$ cat config.mk
export PLATFORM = sky130hd
export DESIGN_NAME = axi_lite_sram_bridge
export DESIGN_NICKNAME = d
export VERILOG_FILES = /design/src/rtl/axi_lite_sram_pkg.sv /design/src/rtl/axi_lite_hold_buf.sv /design/src/rtl/axi_lite_sram_bridge.sv
export SDC_FILE = /design/constraint.sdc
export NUM_CORES = 1
export LEC_CHECK = 0
export ABC_CLOCK_PERIOD_IN_PS = 2000
export BUFFER_PORTS_ARGS = -buffer_cell sky130_fd_sc_hd__buf_2
export CAP_MARGIN = 20
export CELL_PAD_IN_SITES_DETAIL_PLACEMENT = 1
export CELL_PAD_IN_SITES_GLOBAL_PLACEMENT = 2
export CORE_ASPECT_RATIO = 0.75
export CORE_MARGIN = 2
export CORE_UTILIZATION = 26
export CTS_CLUSTER_DIAMETER = 100
export DETAILED_ROUTE_END_ITERATION = 16
export PLACE_DENSITY = 0.88
export SYNTH_ARGS = -nofsm -noshare
export SYNTH_HDL_FRONTEND = slang
export SYNTH_SLANG_ARGS = --single-unit
$ cat constraint.sdc
create_clock -name AXI_CLK -period 2 [get_ports AXI_CLK]
set_input_delay 0.4 -clock AXI_CLK [delete_from_list [all_inputs] [get_ports AXI_CLK]]
set_output_delay 0.4 -clock AXI_CLK [all_outputs]
set_load 0.02 [all_outputs]
$ cat src/rtl/axi_lite_sram_pkg.sv
`default_nettype none
// ============================================================================
// axi_lite_sram_pkg : shared response codes and FSM/grant encodings
// Revision 1.0
// ============================================================================
package axi_lite_sram_pkg;

  localparam logic [1:0] RESP_OKAY   = 2'b00;
  localparam logic [1:0] RESP_SLVERR = 2'b10;
  localparam logic [1:0] RESP_DECERR = 2'b11;

  typedef enum logic [1:0] {
    IDLE    = 2'd0,
    WRITE   = 2'd1,
    RD_WAIT = 2'd2
  } state_e;

  typedef enum logic {
    GNT_WR = 1'b0,
    GNT_RD = 1'b1
  } grant_e;

endpackage
`default_nettype wire

$ cat src/rtl/axi_lite_hold_buf.sv
`default_nettype none
// ============================================================================
// axi_lite_hold_buf : one-entry valid/ready holding register
// Revision 1.0
// ============================================================================
module axi_lite_hold_buf #(
  parameter int WIDTH = 8
) (
  input  logic             clk,
  input  logic             rst,
  input  logic             in_valid,
  output logic             in_ready,
  input  logic [WIDTH-1:0] in_data,
  output logic             full,
  output logic [WIDTH-1:0] out_data,
  input  logic             pop
);

  always_ff @(posedge clk) begin
    if (rst) begin
      full     <= 1'b0;
      out_data <= '0;
    end else if (in_valid && !full) begin
      full     <= 1'b1;
      out_data <= in_data;
    end else if (pop) begin
      full     <= 1'b0;
    end
  end

  assign in_ready = !full;

endmodule
`default_nettype wire

$ cat src/rtl/axi_lite_sram_bridge.sv
`default_nettype none
// ============================================================================
// axi_lite_sram_bridge : AXI5-Lite slave onto a single-port synchronous SRAM
// Revision 1.0
// ============================================================================
module axi_lite_sram_bridge
  import axi_lite_sram_pkg::*;
#(
  parameter int ADDR_WIDTH      = 32,
  parameter int DATA_WIDTH      = 32,
  parameter int ID_WIDTH        = 1,
  parameter int SRAM_ADDR_WIDTH = 8,
  parameter int SRAM_RD_LAT     = 1
) (
  input  logic                       AXI_CLK,
  input  logic                       RST,
  input  logic                       AWVALID,
  output logic                       AWREADY,
  input  logic [ID_WIDTH-1:0]        AWID,
  input  logic [ADDR_WIDTH-1:0]      AWADDR,
  input  logic [2:0]                 AWPROT,
  input  logic                       WVALID,
  output logic                       WREADY,
  input  logic [DATA_WIDTH-1:0]      WDATA,
  input  logic [DATA_WIDTH/8-1:0]    WSTRB,
  output logic                       BVALID,
  input  logic                       BREADY,
  output logic [ID_WIDTH-1:0]        BID,
  output logic [1:0]                 BRESP,
  input  logic                       ARVALID,
  output logic                       ARREADY,
  input  logic [ID_WIDTH-1:0]        ARID,
  input  logic [ADDR_WIDTH-1:0]      ARADDR,
  input  logic [2:0]                 ARPROT,
  output logic                       RVALID,
  input  logic                       RREADY,
  output logic [ID_WIDTH-1:0]        RID,
  output logic [DATA_WIDTH-1:0]      RDATA,
  output logic [1:0]                 RRESP,
  output logic                       SRAM_CS,
  output logic                       SRAM_WE,
  output logic [SRAM_ADDR_WIDTH-1:0] SRAM_ADDR,
  output logic [DATA_WIDTH-1:0]      SRAM_DATA_W,
  output logic [DATA_WIDTH/8-1:0]    SRAM_BE,
  input  logic [DATA_WIDTH-1:0]      SRAM_DATA_R
);

  localparam int STRB_WIDTH = DATA_WIDTH / 8;
  localparam int LSB        = $clog2(STRB_WIDTH);
  localparam int AW_BITS    = ID_WIDTH + ADDR_WIDTH;
  localparam int W_BITS     = DATA_WIDTH + STRB_WIDTH;
  localparam int CNT_WIDTH  = 3;

  logic                       aw_full, w_full, ar_full;
  logic                       aw_pop, w_pop, ar_pop;
  logic [AW_BITS-1:0]         aw_q, ar_q;
  logic [W_BITS-1:0]          w_q;
  logic [ID_WIDTH-1:0]        aw_id, ar_id;
  logic [ADDR_WIDTH-1:0]      aw_addr, ar_addr;
  logic [DATA_WIDTH-1:0]      w_data;
  logic [STRB_WIDTH-1:0]      w_strb;
  logic                       aw_ok, ar_ok;
  logic                       wr_cand, rd_cand, grant_wr, grant_rd, rd_done;
  logic [CNT_WIDTH-1:0]       cnt;
  logic [ID_WIDTH-1:0]        rd_id;
  logic                       rd_ok;
  state_e                     state, state_next;
  grant_e                     last_grant;
  logic                       unused_prot;

  assign unused_prot = ^{AWPROT, ARPROT};

  axi_lite_hold_buf #(.WIDTH(AW_BITS)) u_aw_buf (
    .clk(AXI_CLK), .rst(RST), .in_valid(AWVALID), .in_ready(AWREADY),
    .in_data({AWID, AWADDR}), .full(aw_full), .out_data(aw_q), .pop(aw_pop)
  );

  axi_lite_hold_buf #(.WIDTH(W_BITS)) u_w_buf (
    .clk(AXI_CLK), .rst(RST), .in_valid(WVALID), .in_ready(WREADY),
    .in_data({WDATA, WSTRB}), .full(w_full), .out_data(w_q), .pop(w_pop)
  );

  axi_lite_hold_buf #(.WIDTH(AW_BITS)) u_ar_buf (
    .clk(AXI_CLK), .rst(RST), .in_valid(ARVALID), .in_ready(ARREADY),
    .in_data({ARID, ARADDR}), .full(ar_full), .out_data(ar_q), .pop(ar_pop)
  );

  assign aw_id   = aw_q[AW_BITS-1 -: ID_WIDTH];
  assign aw_addr = aw_q[ADDR_WIDTH-1:0];
  assign ar_id   = ar_q[AW_BITS-1 -: ID_WIDTH];
  assign ar_addr = ar_q[ADDR_WIDTH-1:0];
  assign w_data  = w_q[W_BITS-1 -: DATA_WIDTH];
  assign w_strb  = w_q[STRB_WIDTH-1:0];

  // Anything above the SRAM word index decodes as a hole.
  assign aw_ok = (aw_addr >> (LSB + SRAM_ADDR_WIDTH)) == '0;
  assign ar_ok = (ar_addr >> (LSB + SRAM_ADDR_WIDTH)) == '0;

  // A response slot counts as free in the cycle its handshake completes.
  assign wr_cand = aw_full && w_full && (!BVALID || BREADY);
  assign rd_cand = ar_full && (!RVALID || RREADY);
  assign rd_done = (state == RD_WAIT) && (cnt == CNT_WIDTH'(SRAM_RD_LAT - 1));

  always_ff @(posedge AXI_CLK) begin
    if (RST) state <= IDLE;
    else     state <= state_next;
  end

  always_comb begin
    state_next = state;
    grant_wr   = 1'b0;
    grant_rd   = 1'b0;
    unique case (state)
      IDLE: begin
        if (wr_cand && (!rd_cand || last_grant == GNT_RD)) begin
          grant_wr   = 1'b1;
          state_next = WRITE;
        end else if (rd_cand) begin
          grant_rd   = 1'b1;
          state_next = RD_WAIT;
        end
      end
      WRITE:   state_next = IDLE;
      RD_WAIT: if (rd_done) state_next = IDLE;
      default: state_next = IDLE;
    endcase
  end

  // The SRAM strobe is issued in the grant cycle itself.
  always_comb begin
    aw_pop      = grant_wr;
    w_pop       = grant_wr;
    ar_pop      = grant_rd;
    SRAM_CS     = 1'b0;
    SRAM_WE     = 1'b0;
    SRAM_ADDR   = '0;
    SRAM_DATA_W = '0;
    SRAM_BE     = '0;
    if (grant_wr && aw_ok) begin
      SRAM_CS     = 1'b1;
      SRAM_WE     = 1'b1;
      SRAM_ADDR   = aw_addr[LSB +: SRAM_ADDR_WIDTH];
      SRAM_DATA_W = w_data;
      SRAM_BE     = w_strb;
    end else if (grant_rd && ar_ok) begin
      SRAM_CS     = 1'b1;
      SRAM_ADDR   = ar_addr[LSB +: SRAM_ADDR_WIDTH];
    end
  end

  always_ff @(posedge AXI_CLK) begin
    if (RST) begin
      last_grant <= GNT_WR;
      cnt        <= '0;
      rd_id      <= '0;
      rd_ok      <= 1'b0;
    end else begin
      if (grant_wr)      last_grant <= GNT_WR;
      else if (grant_rd) last_grant <= GNT_RD;
      if (state == RD_WAIT) cnt <= cnt + 1'b1;
      else                  cnt <= '0;
      if (grant_rd) begin
        rd_id <= ar_id;
        rd_ok <= ar_ok;
      end
    end
  end

  always_ff @(posedge AXI_CLK) begin
    if (RST) begin
      BVALID <= 1'b0;
      BID    <= '0;
      BRESP  <= RESP_OKAY;
    end else if (grant_wr) begin
      BVALID <= 1'b1;
      BID    <= aw_id;
      BRESP  <= aw_ok ? RESP_OKAY : RESP_DECERR;
    end else if (BREADY) begin
      BVALID <= 1'b0;
    end
  end

  always_ff @(posedge AXI_CLK) begin
    if (RST) begin
      RVALID <= 1'b0;
      RID    <= '0;
      RDATA  <= '0;
      RRESP  <= RESP_OKAY;
    end else if (rd_done) begin
      RVALID <= 1'b1;
      RID    <= rd_id;
      RDATA  <= rd_ok ? SRAM_DATA_R : '0;
      RRESP  <= rd_ok ? RESP_OKAY : RESP_DECERR;
    end else if (RREADY) begin
      RVALID <= 1'b0;
    end
  end

endmodule
`default_nettype wire
# After elaboration in Yosys (flattened, before gate mapping)

Cells that the tools add are included.

Add/sub/neg operators: 1
Eq/ne operators: 3
Multiplexer cells: 28
Bitwise operators: 1
Reduce and logical (&&, ||, !) cells: 31

Operators with widths:

| operator                                     | number |
|---|---|
| logical NOT 32 bit                           | 2 |
| 2-to-1 mux 32 bit                            | 2 |
| 2-to-1 mux 1 bit                             | 17 |
| 2-to-1 mux 8 bit                             | 2 |
| logical AND 1 bit                            | 10 |
| 2-to-1 mux 2 bit                             | 5 |
| nonzero test 2 bit                           | 5 |
| logical NOT 1 bit                            | 6 |
| 2-to-1 mux 4 bit                             | 1 |
| one-hot mux 2 bit (2 select lines)           | 1 |
| OR reduction 2 bit                           | 2 |
| adder 3 x 1 -> 3 bit (second input constant) | 1 |
| logical NOT 3 bit                            | 1 |
| logical OR 1 bit                             | 3 |
| != test 3 bit (second input constant)        | 1 |
| equality test 2 bit (second input constant)  | 1 |
| logical NOT 2 bit                            | 1 |
| != test 2 bit (second input constant)        | 1 |
| AND reduction 2 bit                          | 1 |
| NOT 1 bit                                    | 1 |

Register bits after elaboration: 153
Input bits: 147
Output and inout bits: 89

# Depth between registers and ports, before layout

Gate-level depths: netlist of run 1.

Depth after elaboration: 11
Depth in mapped cells: 7

# Hierarchy

A second synthesis of run 1 with hierarchy kept.

Cells, all modules: 767
Area, all modules: 7289.5 sq um

Modules (own cells, without submodules):

| module                            | instances | cells an instance | area each (sq um) | seq. area each (sq um) |
|---|---|---|---|---|
| axi_lite_hold_buf at u_ar_buf ... | 2         | 153               | 1632.8            | 680.7 |
| axi_lite_sram_bridge              | 1         | 292               | 2313.5            | 920.9 |
| axi_lite_hold_buf at u_w_buf      | 1         | 169               | 1710.4            | 740.7 |

# Worst setup path before layout of run 1

Ideal clock, no wire load.

Path type: input to output
Start point: input BREADY
End point: output SRAM_ADDR[0]
Data arrival time: 1912 ps
Required time: 1600 ps
Setup slack: -312 ps
Stages on the path: 5
Path buffers: 1
Path through: nand2b_1 > nand3_1 > or4b_1 > buf_2 > o32ai_1

Cells in the longest elaborated chain, start to end: 8
Elaborated cells between the ends (all ways): 11
Those cells by class: mux (6); reduce/logical (5)

RTL lines:

| element             | line                        | RTL |
|---|---|---|
| from (decl)         | axi_lite_sram_bridge.sv:27  | `input logic BREADY,` |
| logical OR 1 bit *  | axi_lite_sram_bridge.sv:100 | `assign wr_cand = aw_full && w_full && (!BVALID \|\| BREADY);` |
| logical AND 1 bit * | axi_lite_sram_bridge.sv:100 |  |
| logical AND 1 bit * | axi_lite_sram_bridge.sv:115 | `if (wr_cand && (!rd_cand \|\| last_grant == GNT_RD)) begin` |
| 2-to-1 mux 1 bit    | axi_lite_sram_bridge.sv:115 |  |
| 2-to-1 mux 1 bit    | axi_lite_sram_bridge.sv:113 | `unique case (state)` |
| logical AND 1 bit   | axi_lite_sram_bridge.sv:145 | `end else if (grant_rd && ar_ok) begin` |
| 2-to-1 mux 8 bit    | axi_lite_sram_bridge.sv:145 |  |
| 2-to-1 mux 8 bit *  | axi_lite_sram_bridge.sv:139 | `if (grant_wr && aw_ok) begin` |
| to (decl)           | axi_lite_sram_bridge.sv:42  | `output logic [SRAM_ADDR_WIDTH-1:0] SRAM_ADDR,` |

Every way passes the cells marked *; elsewhere a longest branch is shown, timed or not.

# Worst setup path after layout of run 1

Start point: register u_ar_buf.out_data[14]
End point: output SRAM_ADDR[4]

Cells in the longest elaborated chain, start to end: 4

RTL lines:

| element                | line                        | RTL |
|---|---|---|
| from (decl)            | axi_lite_hold_buf.sv:15     | `output logic [WIDTH-1:0] out_data,` |
| from (signal assigned) | axi_lite_hold_buf.sv:25     | `out_data <= in_data;` |
| logical NOT 32 bit     | axi_lite_sram_bridge.sv:97  | `assign ar_ok = (ar_addr >> (LSB + SRAM_ADDR_WIDTH)) == '0;` |
| logical AND 1 bit      | axi_lite_sram_bridge.sv:145 |  |
| 2-to-1 mux 8 bit       | axi_lite_sram_bridge.sv:145 |  |
| 2-to-1 mux 8 bit       | axi_lite_sram_bridge.sv:139 |  |

No other way between the ends.

==> results of run 1 <==
per-stage QoR:
step	setup TNS, ps	cell area (um^2)	utilization, %	power (mW)
6_report	-28430	8786	41.15	7.131
5_1_grt	-32370	8786	41.15	7.490
4_1_cts	-28100	8756	41.01	7.240
3_5_place_dp	-6945	7537	35.30	3.989
3_3_place_gp	-6412	7537	35.30	3.971
2_1_floorplan	-4953	5942	-	3.627
worst register-to-register path, delay by kind of cell, from the launching register on:
family	cells	cell delay (ps)
buffers and inverters	5	520
and+or+nand+nor	4	930
DFF	1	320
cells in the final DEF (no fill, tap or decap), types with 3 or more instances in the layout:
master,n
dfxtp_2,4
o32ai_4,8
clkbuf_16,19
nand2_1,239
and2_4,36
nand2b_1,5
nand3_1,35
nor2_1,12
inv_6,6
buf_6,46
buf_16,4
a21oi_1,138
inv_1,23
clkinv_2,4
buf_2,178
nor4_1,6
buf_12,14
dfxtp_1,143
nor2b_2,3
buf_4,24
how the worst max path moves through the flow:
stage	slack, ps	cells after the start	startpoint	end
2_1_floorplan	-140	7	u_aw_buf.out_data[16]	SRAM_BE[0]
3_5_place_dp	-350	6	u_ar_buf.out_data[11]	SRAM_ADDR[0]
3_3_place_gp	-330	6	u_ar_buf.out_data[11]	SRAM_ADDR[0]
6_report	-700	6	u_ar_buf.out_data[14]	SRAM_ADDR[4]
5_1_grt	-770	6	u_ar_buf.out_data[14]	SRAM_ADDR[7]
4_1_cts	-690	6	u_ar_buf.out_data[14]	SRAM_ADDR[0]
state kept, by name (all words and copies together) (netlist names), 2 cells and up:
name	cells
RDATA	32
cnt	3
state	2
u_ar_buf.out_data	31
u_aw_buf.out_data	31
u_w_buf.out_data	36
power by group through the flow:
| stage | Sequential [mW] | Combinational (mW) | Clock [mW] |
|---|---|---|---|
| floorplan | 3.20 | 0.432 | 0 |
| global placement | 3.20 | 0.772 | 0 |
| detailed placement | 3.21 | 0.782 | 0 |
| CTS | 3.15 | 0.807 | 3.29 |
| global route | 3.17 | 0.900 | 3.42 |
| finish | 3.15 | 0.806 | 3.18 |
cell type report:
cell class / count / area (um^2) / share of cell area (%)
flip-flops and latches: 147 / 2948 / 33.55
multi-input cells: 511 / 2743 / 31.22
repair buffers: 270 / 2059 / 23.44
clock buffers: 18 / 429.2 / 4.885
well taps: 288 / 360.3 / 4.101
clock inverters: 14 / 148.9 / 1.695
inverters: 24 / 97.59 / 1.111
layer usage:
layer | part of all wire, % | wire length (um)
met5 | 0 | 0
met4 | 0.48 | 93
met3 | 6.9 | 1333
met2 | 46 | 8930
met1 | 46 | 8975
repair_timing:
action | in CTS | in global routing
setup endpoints to repair | 46 | 46
gates resized for setup | 125 | 4
setup buffers | 7 | 1
pin swaps | 27 | 18
gates cloned | 6 | 2
cells by family after synthesis:
logic type / count (synthesis)
and+or+nand+nor: 354
AOI/OAI and AO/OA: 153
DFF: 147
buffers and inverters: 77
adders and majority gates: 2
xor gates and xnor gates: 1
muxes: 1
==> impl_metrics.ini, run 1 <==
[global_routing]
grt_antenna_before_repair = 0
met2_global_route_usage_pct = 27.49
grtUsageMet1_pct = 21.79
grt_pass1_wl_mm = 31.31
met3_demand_to_capacity_share_in_global_routing_pct = 5.854
track_usage_pct = 16.94
via_count_of_the_first_global_routing_pass = 6014
globalRoute.busiestLayer = met2
global_route.overflow_total = 0
largest_net_degree_at_the_start_of_global_routing = 42

[detailed_routing]
routed_wirelength_mm = 19.33
wire_per_inst_um = 15.20
drt_drc_violations_left = 0
antenna_violating_nets_post_route = 0
dr.pass1.iters = 4
drt_first_iter_violations = 263
num_vias = 5688
drt-vias-per-instance = 4.472

[timing]
maxSlewViolCount = 0
final_hold_violating_endpoints = 0
report.final.setup_viol = 46
slew-limit-headroom_pct = 66.37
setup_repair_after_global_routing_missed_its_margin = true
finalCritPeriodShare_pct = 135.0
post-route-worst-setup-slack_ps = -699.4
fmax_mhz = 370.5
whs_ps = 208.4
finClkSkew_ps = 23.90
post_layout_min_period_ps = 2699
worst_pin_slew_ps = 504.0

[synthesis]
fraction_of_the_mapped_netlist_area_in_compound_gates_pct = 14.31
synthSimpleGateAreaFrac_pct = 27.66
postSynth.asyncResetShare_pct = 0
yosysWarningCount = 0
synth_edf_count = 0
synth_nets = 884
number_of_distinct_standard_cells_referenced_by_the_synthesized_netlist = 34
synthMuxAreaShare_pct = 0.1754
synthDominantAreaCellType = dfxtp_1
synth_most_common_cell = nand2_1
post_synth_fa_ha_maj_area_fraction_pct = 0.4384
postSynthCellCount = 735
synth_top_cells_by_count = nand2_1 (239), dfxtp_1 (147), a21oi_1 (138)
ys_seq_area_share_pct = 51.56
synth_top_family_by_area = simple AND/OR/NAND/NOR gates
dominant_register_cell_in_the_synthesized_netlist = dfxtp_1
netlist_area_um2 = 5708
synth_xor_area_share_pct = 0.1534
synth.avg_cell_area_um2 = 7.766
synth_seq_cells = 147
synth_top_cell_area_share_pct = 51.56
netlist_top_cells_area = dfxtp_1 (52%), nand2_1 (16%), a21oi_1 (12%)

[min_path]
hold_start = ARADDR[27]
hold-path-endpoint = u_ar_buf.out_data[27]
holdPathStages = 3
min-delay-path-class = input pin to flop

[worst_setup_path]
worst-path-buf-inv = 2
critical_path.slowest_cell = or4b_4
critPathMaxStageDelay_ps = 580
crit_chain = nor4_4 -> nand2_1 -> or4b_4 -> clkbuf_16 -> o32ai_4 -> buf_6
timing.reg2reg.setup_slack_ps = 110
critPathRequiredTime_ps = 1600
worstReg2RegStart = u_aw_buf.out_data[20]
critical_path.startpoint_type = flop
worstPathMaxFanout = 5
rr_endpoint = BRESP[0]
critical_path.endpoint_type = primary output
timing.reg2reg.worst_path_depth = 9
crit_arrival_ps = 2300
worst-setup-path-type = flop to primary output
critical-path-top-delay-family = simple AND/OR/NAND/NOR gates

[finish]
diodes = 0
finish.cell_count_without_fillers = 1272
drive_above_1_share_pct = 36.99
nNetsFinal = 1120
fillerInstances = 2584
area.growth.synth_to_final_pct = 53.92

[outcome]
outcome = finished with violations
violations_in_the_final_reports = setup timing

[floorplan]
floorplan.die_area_um2 = 23170
fp.dieW_um = 175.1
floorplan.core_area_um2 = 21350
die_height_um = 132.3
initial_utilization_pct = 26.73
placementRows = 46
pin_count = 236

[cts]
hold_buffers = 0
tritoncts.num_buffers = 17
tritoncts = built
clock_sinks = 147
deepest_clock_path_buffer_count = 2
clock_tree.root_cell = clkbuf_16
cts_max_level = 4
clock_latency_ps = 420
clk_transition_reported_paths_ps = 70

[placement]
post-place-cells = 1226
dpl_worst_slack_ps = -349.9
place_hpwl_mm = 13.04
place.gp.congestion = 0.7888
io_buffer_count = 225

[power]
cell_internal_pwr_mw = 5.261
power_switching_mw = 1.870
static_leak_nw = 3.699
power_density_cells_nw_per_um2 = 811.6
switching_share_pct = 26.22
clock_power_share_pct = 44.5
seq_power_share_pct = 44.2
peakVddDrop_uv = 405.1
comb_pwr_share_pct = 11.3

[run]
cap_violations = 0
(Power assumes the default switching activity.)
==> inputs of run 2 (changes only) <==
- ABC_CLOCK_PERIOD_IN_PS: 2000 -> 3100
- CORE_ASPECT_RATIO: 0.75 -> 0.7
- clock period: 2 -> 3.1 ns (I/O delays scaled with it)
==> run 2 against run 1 <==
The run now ends clean. Largest cell class unchanged. Via count fell by 1.5%. Hold slack improved by 220 ps. First-iteration DRC count shrank 11%. Power shrank 36%. Utilization fell by 5.5 points. Highest routed layer is now met5. Largest power group unchanged.
==> impl_metrics.ini, run 2 (synthesis results as in run 1) <==
[detailed_routing]
wire_per_inst_um = 14.35
num_vias = 5602
antenna_violating_nets_post_route = 0
drt-vias-per-instance = 4.525
drt_drc_violations_left = 0
drt_first_iter_violations = 234
dr.pass1.iters = 6
routed_wirelength_mm = 17.77

[timing]
whs_ps = 426.3
worst_pin_slew_ps = 587.2
final_hold_violating_endpoints = 0
report.final.setup_viol = 0
slew-limit-headroom_pct = 60.68
fmax_mhz = 338.5
maxSlewViolCount = 0
finalCritPeriodShare_pct = 95.31
fin_tns_setup_ps = 0
finClkSkew_ps = 10.59
setup_repair_after_global_routing_missed_its_margin = false
post_layout_min_period_ps = 2955

[finish]
finish.cell_count_without_fillers = 1238
largestRegisters = u_w_buf.out_data x36, RDATA x32
largest_reg_flops = 36
multi_input_area_um2 = 2464
top_library_cells_by_usage_in_the_layout_fill_and_taps_aside = nand2_1 (239), buf_2 (224), dfxtp_1 (147)
drive_above_1_share_pct = 29.59
nNetsFinal = 1089
max_flop_register = u_w_buf.out_data
area.growth.synth_to_final_pct = 35.18
layout_commonest_cell = nand2_1
fillerInstances = 2676
regArea_um2 = 2943

[worst_setup_path]
worstPathMaxFanout = 10
critical_path.startpoint_type = flop
critical_path.endpoint_type = primary output
critPathRequiredTime_ps = 2480
worst-setup-path-type = flop to primary output
crit_arrival_ps = 2330

[cts]
clk_transition_reported_paths_ps = 70
tritoncts.num_buffers = 17
deepest_clock_path_buffer_count = 2
cts_max_level = 4
cts.repair_timing.setup_buffer_count = 0
clock_latency_ps = 420
clock_tree.root_cell = clkbuf_16
clock_sinks = 147
tritoncts = built

[global_routing]
track_usage_pct = 15.42
grt_antenna_before_repair = 1
via_count_of_the_first_global_routing_pass = 5493
global_route.overflow_total = 0
largest_net_degree_at_the_start_of_global_routing = 55
grt_pass1_wl_mm = 28.30

[power]
power_density_cells_nw_per_um2 = 587.4
static_leak_nw = 3.355
peakVddDrop_uv = 341.0

[outcome]
outcome = finished, final reports clean

[floorplan]
initial_utilization_pct = 26.40
placementRows = 45
fp.dieW_um = 181.1
pin_count = 236
die_height_um = 128.0
floorplan.die_area_um2 = 23170
floorplan.core_area_um2 = 21620

[placement]
io_buffer_count = 225
place.gp.congestion = 0.7614
place_hpwl_mm = 12.58
post-place-cells = 1203

[min_path]
min-delay-path-class = input pin to flop

[run]
cap_violations = 0
==> run 2: path summary, 6_finish.rpt <==
path | slack [ps] | depth (start not counted) | start | to
worst max-delay path | 150 | 5 | u_ar_buf.out_data[11] | SRAM_ADDR[3]
worst min-delay path | 430 | 3 | ARADDR[10] | u_ar_buf.out_data[10]
worst min register to register | 450 | 2 | u_w_buf.out_data[29] | u_w_buf.out_data[29]
worst max register to register | 1400 | 4 | u_ar_buf.out_data[11] | rd_ok
==> run 2: repair_timing <==
action / 4_1_cts / 5_1_grt
hold buffers: 0 / 0
endpoints found under the setup margin: 3 / 4
resized for setup: 1 / 1
pin swaps: 0 / 0
==> run 2: layout make-up <==
| class | instances | share of cell area (%) |
|---|---|---|
| sequential | 147 | 38.14 |
| multi-input combinational | 511 | 31.93 |
| inverter | 24 | 1.168 |
| clock buffer | 17 | 5.513 |
| antenna | 3 | 0.09729 |
| tap | 282 | 4.573 |
| clock inverter | 15 | 2.108 |
| timing repair buffer | 239 | 16.47 |
==> run 2: critical path, stage by stage, from the launching register on <==
cell	delay [ps]
dfxtp_1	330
nor4_2	340
nand2_1	140
or4b_4	570
o32ai_1	300
buf_2	230
==> run 2: metal layers <==
metal | up-vias | track usage, % | share of wire (%)
met3 | 16 | 5.170 | 7.5
met4 | 2 | 3.874 | 0.83
met2 | 153 | 23.53 | 42
met5 | - | 0 | 0.062
met1 | 2616 | 20.97 | 49
li1 | 2815 | - | -
==> run 2: per-stage QoR <==
| stage | utilization, % | cell area, um^2 | power (mW) | worst slack (ps) |
|---|---|---|---|---|
| 3_5_place_dp | 32.89 | 7111 | 2.516 | 245.4 |
| 2_1_floorplan | - | 5708 | 2.315 | 348.1 |
| 4_1_cts | 35.63 | 7702 | 4.613 | 97.63 |
| 3_3_place_gp | 32.89 | 7111 | 2.504 | 230.5 |
| 5_1_grt | 35.65 | 7709 | 4.766 | 29.62 |
| 6_report | 35.69 | 7716 | 4.532 | 145.4 |
==> run 2: power breakdown <==
part / internal, mW / switching (mW) / total (mW) / leakage (nW)
logic: 0.172 / 0.265 / 0.437 / 1.87
registers: 1.98 / 0.0503 / 2.03 / 1.20
clock network: 1.15 / 0.920 / 2.07 / 0.285
